## src/rtl/dual_skid_stage.sv

```systemverilog
// dual_skid_stage: valid/ready pipeline stage carrying two operand words per
// beat. A one-entry skid register absorbs the beat that arrives in the cycle
// downstream stalls, so in_ready depends only on registered state.
module dual_skid_stage #(
  parameter int unsigned M = 32,
  parameter int unsigned N = 32
) (
  input  logic         CLK,
  input  logic         RST_N,
  input  logic         flush,
  input  logic         in_valid,
  output logic         in_ready,
  input  logic [M-1:0] d1,
  input  logic [N-1:0] d2,
  output logic         out_valid,
  input  logic         out_ready,
  output logic [M-1:0] q1,
  output logic [N-1:0] q2
);

  typedef enum logic [1:0] {
    EMPTY = 2'd0,
    BUSY  = 2'd1,
    FULL  = 2'd2
  } state_e;

  state_e         state_q;
  logic [M-1:0]   main1_q;
  logic [N-1:0]   main2_q;
  logic [M-1:0]   skid1_q;
  logic [N-1:0]   skid2_q;
  logic           in_xfer;
  logic           out_xfer;

  // Handshake flags are pure decodes of the state register.
  always_comb begin
    in_ready  = (state_q != FULL);
    out_valid = (state_q != EMPTY);
    in_xfer   = in_valid & in_ready;
    out_xfer  = out_valid & out_ready;
    q1        = main1_q;
    q2        = main2_q;
  end

  // Occupancy FSM and data movement; flush empties the stage but leaves data untouched.
  always_ff @(posedge CLK or negedge RST_N) begin
    if (!RST_N) begin
      state_q <= EMPTY;
      main1_q <= '0;
      main2_q <= '0;
      skid1_q <= '0;
      skid2_q <= '0;
    end else if (flush) begin
      state_q <= EMPTY;
    end else begin
      unique case (state_q)
        EMPTY: begin
          if (in_xfer) begin
            main1_q <= d1;
            main2_q <= d2;
            state_q <= BUSY;
          end
        end
        BUSY: begin
          if (in_xfer && out_xfer) begin
            main1_q <= d1;
            main2_q <= d2;
          end else if (in_xfer) begin
            skid1_q <= d1;
            skid2_q <= d2;
            state_q <= FULL;
          end else if (out_xfer) begin
            state_q <= EMPTY;
          end
        end
        FULL: begin
          if (out_xfer) begin
            main1_q <= skid1_q;
            main2_q <= skid2_q;
            state_q <= BUSY;
          end
        end
        default: state_q <= EMPTY;
      endcase
    end
  end

endmodule
```

## config.mk

```make
export PLATFORM = sky130hd
export DESIGN_NAME = dual_skid_stage
export DESIGN_NICKNAME = d
export VERILOG_FILES = /design/src/rtl/dual_skid_stage.sv
export SDC_FILE = /design/constraint.sdc
export NUM_CORES = 1
export LEC_CHECK = 0
export BUFFER_PORTS_ARGS = -buffer_cell sky130_fd_sc_hd__buf_2
export CORE_MARGIN = 1.5
export CORE_UTILIZATION = 45
export CTS_BUF_LIST = sky130_fd_sc_hd__clkbuf_16
export CTS_CLUSTER_DIAMETER = 40
export CTS_CLUSTER_SIZE = 40
export DETAILED_ROUTE_END_ITERATION = 16
export GPL_TIMING_DRIVEN = 0
export PLACE_DENSITY = 0.69
export SLEW_MARGIN = 20
export SYNTH_ARGS = -nofsm -noshare
export SYNTH_HDL_FRONTEND = slang
export SYNTH_SLANG_ARGS = --single-unit
```

## constraint.sdc

```tcl
create_clock -name CLK -period 3.8 [get_ports CLK]
set_input_delay 0.19 -clock CLK [delete_from_list [all_inputs] [get_ports CLK]]
set_output_delay 0.19 -clock CLK [all_outputs]
set_load 0.005 [all_outputs]
```

==> impl_metrics.tcl, run 1 <==
set metrics [dict create \
    hold_viol 0 \
    place_congestion 0.7149 \
    ff2ff_path_depth 5 \
    r2r-end "q1[3]$_DFFE_PN0P_" \
    peakVddDrop_uv 304.2 \
    io_pins 135 \
    drcViolationCount 0 \
    clock_latency_ns 0.41 \
    fmax_mhz 517.9 \
    dieWidth_um 115.7 \
    finalCritPeriodShare_pct 50.81 \
    post-route-util_pct 58.71 \
    clkTransAtPathRegs_ns 0.05 \
    skew_ns 0.005424 \
    synth_area_mm2 0.005715 \
    rsz0062_at_grt "false" \
    drive_gt1_share_pct 69.39 \
    regArea_mm2 0.003253 \
    fillers 1044 \
    syn_avg_cell_area_um2 15.97 \
    grtUsageTotal_pct 17.70 \
    cp_top_family "flip-flops" \
    ctsHtreeMaxLevel 4 \
    cap_violations 0 \
    leakagePower_nw 3.266 \
    worst_pin_slew_ns 0.4563 \
    core_mm2 0.01221 \
    detail_route.wirelength_um 10970 \
    drt-initial-drc-count 67 \
    fin_crit_ns 1.931 \
    yosysSeqAreaShare_pct 56.92 \
    criticalPathCategory "reg2reg" \
    critPathLaunchType "register" \
    grt_pass1_vias 3725 \
    status "finished clean" \
    whs_ns 0.02220 \
    finalSetupViolCount 0 \
    synth-seq-cells 130 \
    grt_pass1_wl_um 18000 \
    dpl.hpwl_um 7644 \
    numClockSinks 130 \
    routedWlPerCell_um 15.81 \
    synth_nets 427 \
    crit_slowest_cell "dfrtp_1" \
    critPathCaptureType "register" \
    crit_fanout 10 \
    grt_max_degree 72 \
    dieHeight_um 115.7 \
    total_power_mw 3.957 \
    die-area_mm2 0.01339 \
    cts_made_buffers 17 \
    hold_start "d1[29]" \
    initial_core_util_pct 46.80 \
    vias 3475 \
    cp_slowest_stage_delay_ns 0.43 \
    cts_setup_buffers 0 \
    row_count 40 \
    drtAntennaViolNets 0 \
    holdPathStages 2 \
    ys_async_sr_fraction_pct 100.0 \
    cp.buffers_inverters 1 \
    cts_tree "built" \
    critPathRequiredTime_ns 4.09 \
    netlist_top_cells_count "185 x mux2_2, 130 x dfrtp_1, 14 x buf_6, 7 x mux2_1" \
    drv_slew 0 \
    dpl_worst_slack_ns 1.863 \
    syn_inst 358 \
    syn_to_final_growth_pct 25.44 \
    yosysUniqueCellTypes 20 \
    path_cells "nor2b_2 > nand2_1 > a21oi_4 > buf_4 > mux2_2" \
    power_density_mw_per_mm2 551.9 \
    port_buffers 134 \
    cts_buffer_depth 2 \
    synth_top_area_cell "dfrtp_1" \
    synthFlopType "dfrtp_1" \
    diodes 0 \
    multi_input_area_mm2 0.002263 \
    fin_tns_setup_ns 0 \
    hold-path-endpoint "skid1_q[29]$_DFFE_PN0P_" \
    worst_slack_ns 1.869 \
    first_pass_iters 6 \
    slew_headroom_pct 69.51 \
    crit_arrival_ns 2.22 \
    yosysWarnings 0 \
    antenna_found_initial 1 \
    grt-ovfl-total 0 \
    nets 584 \
    synth_area_leaders "dfrtp_1 57%, mux2_2 36%, buf_6 2.8%" \
    synth_top_cell_area_share_pct 56.92 \
    avgViaCountPerCell 5.007 \
    synth_edf_count 0 \
    rr_startpoint "state_q[1]$_DFFE_PN0P_" \
    min_path_type "in2reg" \
    cts-root-buf "clkbuf_16" \
    ff2ff_setup_slack_ns 1.87 \
    yosysMostFrequentCell "mux2_2" \
]
cells by family (layout without fill, tap and decap cells):
| logic type | after synthesis | in the layout | share of synthesized area [%] |
|---|---|---|---|
| mux | 192 | 192 | 37.83 |
| buf+inv | 21 | 189 | 3.481 |
| flops | 130 | 130 | 56.92 |
| compound gates | 5 | 5 | 0.7445 |
| simple gates | 10 | 10 | 1.029 |
cell type report:
class	count	share of cell area [%]
Multi-Input combinational cell	207	31.57
Tap cell	168	2.932
Buffer	20	2.723
Clock inverter	13	1.117
Sequential cell	130	45.38
Timing Repair Buffer	138	10.30
Clock buffer	17	5.934
Inverter	1	0.05236
state kept, by name (all words and copies together) (netlist names):
register / count
state_q: 2
q2: 32
q1: 32
skid1_q: 32
skid2_q: 32
cells in the final DEF, fill, tap and decap left out, types with 2 or more instances in the layout:
master | synthesis | layout
clkinv_1 | 0 | 6
mux2_1 | 7 | 7
buf_6 | 14 | 14
mux2_2 | 185 | 185
buf_4 | 3 | 3
dfrtp_1 | 130 | 130
inv_1 | 1 | 3
clkinv_2 | 0 | 4
a21oi_1 | 2 | 2
nand2_1 | 2 | 2
buf_2 | 3 | 136
clkbuf_16 | 0 | 17
dlygate4sd3_1 | 0 | 3
worst max-delay path by stage:
stage	from	to	slack, ns	cells past startpoint
2_1_floorplan	state_q[1]$_DFFE_PN0P_	q1[0]$_DFFE_PN0P_	2.16	5
3_3_place_gp	RST_N	q1[13]$_DFFE_PN0P_	0.85	1
3_5_place_dp	state_q[1]$_DFFE_PN0P_	q1[3]$_DFFE_PN0P_	1.86	5
4_1_cts	state_q[1]$_DFFE_PN0P_	q1[3]$_DFFE_PN0P_	1.83	5
5_1_grt	state_q[1]$_DFFE_PN0P_	q1[3]$_DFFE_PN0P_	1.74	5
6_report	state_q[1]$_DFFE_PN0P_	q1[3]$_DFFE_PN0P_	1.87	5
repair_timing:
action	4_1_cts	5_1_grt
hold buffers	3	0
endpoints found under the hold margin	61	0
resized for setup	0	0
metal layers:
metal | GRT usage [%] | wire length (um) | up-vias | share of wire (%)
met2 | 28.99 | 5192 | 110 | 47
met5 | 0 | 0 | - | 0
met4 | 6.829 | 178 | 0 | 1.6
met1 | 20.74 | 4678 | 1738 | 43
li1 | - | - | 1609 | -
met3 | 7.584 | 919 | 18 | 8.4
through the flow:
step,cells,cell area (um^2)
5_1_grt,694,7169
4_1_cts,694,7169
3_5_place_dp,661,6634
6_report,694,7169
3_3_place_gp,660,6596
2_1_floorplan,358,5715
power by group:
group,internal (mW),switching (mW)
clock,0.864,0.533
sequential,1.72,0.158
combinational,0.432,0.247
total,3.02,0.938
(Power assumes the default switching activity.)
==> inputs of run 2 (changes only) <==
--- a/config.mk
+++ b/config.mk
@@ -13,7 +13,7 @@
 export CTS_CLUSTER_SIZE = 40
 export DETAILED_ROUTE_END_ITERATION = 16
 export GPL_TIMING_DRIVEN = 0
-export PLACE_DENSITY = 0.69
+export PLACE_DENSITY = 0.71
 export SLEW_MARGIN = 20
 export SYNTH_ARGS = -nofsm -noshare
 export SYNTH_HDL_FRONTEND = slang
==> constraint.sdc (replaced) <==
create_clock -name CLK -period 1.67 [get_ports CLK]
set_input_delay 0.0835 -clock CLK [delete_from_list [all_inputs] [get_ports CLK]]
set_output_delay 0.0835 -clock CLK [all_outputs]
set_load 0.005 [all_outputs]
==> run 2 against run 1 <==
The flow now finishes with violations (setup timing). Non-clock buffer count up 77. Clock-buffer cell count unchanged. Sequential power grew 130%.
==> impl_metrics.tcl, run 2 (synthesis results as in run 1) <==
set metrics [dict create \
    criticalPathCategory "reg2reg" \
    cap_violations 0 \
    routedWlPerCell_um 16.73 \
    cts_made_buffers 17 \
    drtAntennaViolNets 0 \
    slew_headroom_pct 63.85 \
    skew_ns 0.006603 \
    avgViaCountPerCell 4.936 \
    switching_share_pct 23.97 \
    fmax_mhz 589.6 \
    diodes 0 \
    fin_tns_setup_ns -0.2032 \
    port_buffers 134 \
    initial_core_util_pct 46.80 \
    grt_use_met2_pct 32.62 \
    rsz0062_at_grt "true" \
    finalCritPeriodShare_pct 101.6 \
    pwr-share-seq_pct 46.4 \
    dpl.hpwl_um 7643 \
    final_common_cell "buf_2" \
    violations "setup timing" \
    crit_arrival_ns 1.99 \
    drt-initial-drc-count 131 \
    use_met1_pct 23.21 \
    grt-ovfl-total 0 \
    final_cell_mix "133 x buf_2, 128 x dfrtp_1, 104 x mux2_2" \
    placed_area_mm2 0.006634 \
    clock_latency_ns 0.41 \
    worst_pin_slew_ns 0.5423 \
    grt-busiest-layer "met2" \
    io_pins 135 \
    vias 3781 \
    critPathLaunchType "register" \
    critPathCaptureType "register" \
    grtUsageTotal_pct 19.30 \
    leakagePower_nw 3.893 \
    cts_tree "built" \
    finalSetupViolCount 21 \
    power_switching_mw 2.237 \
    clkTransAtPathRegs_ns 0.05 \
    cts-root-buf "clkbuf_16" \
    placed_cells 661 \
    peakVddDrop_uv 665.5 \
    status "finished with violations" \
    finalInstanceArea_mm2 0.008408 \
    first_pass_iters 4 \
    intPower_mw 7.094 \
    critPathRequiredTime_ns 1.96 \
    whs_ns 0.09484 \
    place_congestion 0.7052 \
    grt_pass1_wl_um 19640 \
    syn_to_final_growth_pct 47.11 \
    drcViolationCount 0 \
    power_density_mw_per_mm2 1110 \
    grt_util_met3_pct 5.544 \
    numClockSinks 130 \
    core_mm2 0.01221 \
    final_cells 766 \
    post-route-util_pct 68.85 \
    min_path_type "in2reg" \
    drv_slew 0 \
    grt_pass1_vias 4145 \
    worst_slack_ns -0.02613 \
    drive_gt1_share_pct 63.55 \
    p_clk_share_pct 31.8 \
    cts_buffer_depth 2 \
    total_power_mw 9.331 \
    row_count 40 \
    nets 661 \
    dieHeight_um 115.7 \
    fin_crit_ns 1.696 \
    grt_max_degree 73 \
    die-area_mm2 0.01339 \
    ctsHtreeMaxLevel 4 \
    dpl_worst_slack_ns -0.2870 \
    crit_fanout 10 \
    dieWidth_um 115.7 \
    hold_viol 0 \
    antenna_found_initial 0 \
    power_frac_comb_pct 21.8 \
    detail_route.wirelength_um 12810 \
]
run 2: cell types whose count changed in the layout (fill, tap and decap cells not counted), moves of 3 or more:
cell	change
buf_2	-3
buf_8	+3
mux2_4	+81
dlygate4sd3_1	+64
clkinv_2	-3
buf_12	+15
mux2_2	-81
buf_6	-11
buf_4	+5
run 2: final timing paths:
check,startpoint,end,slack (ns),cells after the start
worst max-delay path,state_q[0]$_DFFE_PN0P_,q2[19]$_DFFE_PN0P_,-0.03,5
worst min-delay path,in_valid,state_q[0]$_DFFE_PN0P_,0.09,4
worst max register to register,state_q[0]$_DFFE_PN0P_,q2[19]$_DFFE_PN0P_,-0.03,5
worst min register to register,q1[2]$_DFFE_PN0P_,q1[2]$_DFFE_PN0P_,0.48,1
max in group asynchronous,RST_N,q1[19]$_DFFE_PN0P_,0.76,3
min in group asynchronous,RST_N,q2[24]$_DFFE_PN0P_,0.24,2
run 2: layer usage:
metal / wire length [um] / vias to the layer above
li1: - / 1755
met1: 5626 / 1912
met2: 6344 / 98
met3: 624 / 16
met4: 217 / 0
met5: 0 / -
run 2: cell type report:
cell class                 count  area [um^2]
fill                         883         3804
clock buffer                  17        425.4
buffer                        20        351.6
multi-input combinational    207         2599
clock inverter                 8        31.28
sequential                   130         3256
tap                          168        210.2
inverter                       1        3.754
timing repair buffer         215         1531
run 2: repair_timing:
action                     in CTS  in global routing
gates resized for setup        26                107
hold endpoints to repair      137                  0
hold buffers                   67                  0
cloned                          1                  2
pin swaps                       1                  0
setup endpoints to repair     125                127
setup buffers                   8                  2
run 2: critical path, cell delays in order, from the launching register on:
cell and delay (ns):
dfrtp_2 0.46, nand3b_1 0.23, a21oi_4 0.21, buf_6 0.17
buf_8 0.15, mux2_2 0.34
run 2: power by group through the flow:
stage               Clock (mW)  Combinational [mW]  Sequential [mW]
floorplan                    0               0.894             4.28
CTS                       3.03                1.73             4.29
global route              3.18                2.21             4.41
finish                    2.97                2.03             4.33
global placement             0                1.49             4.28
detailed placement           0                1.56             4.33
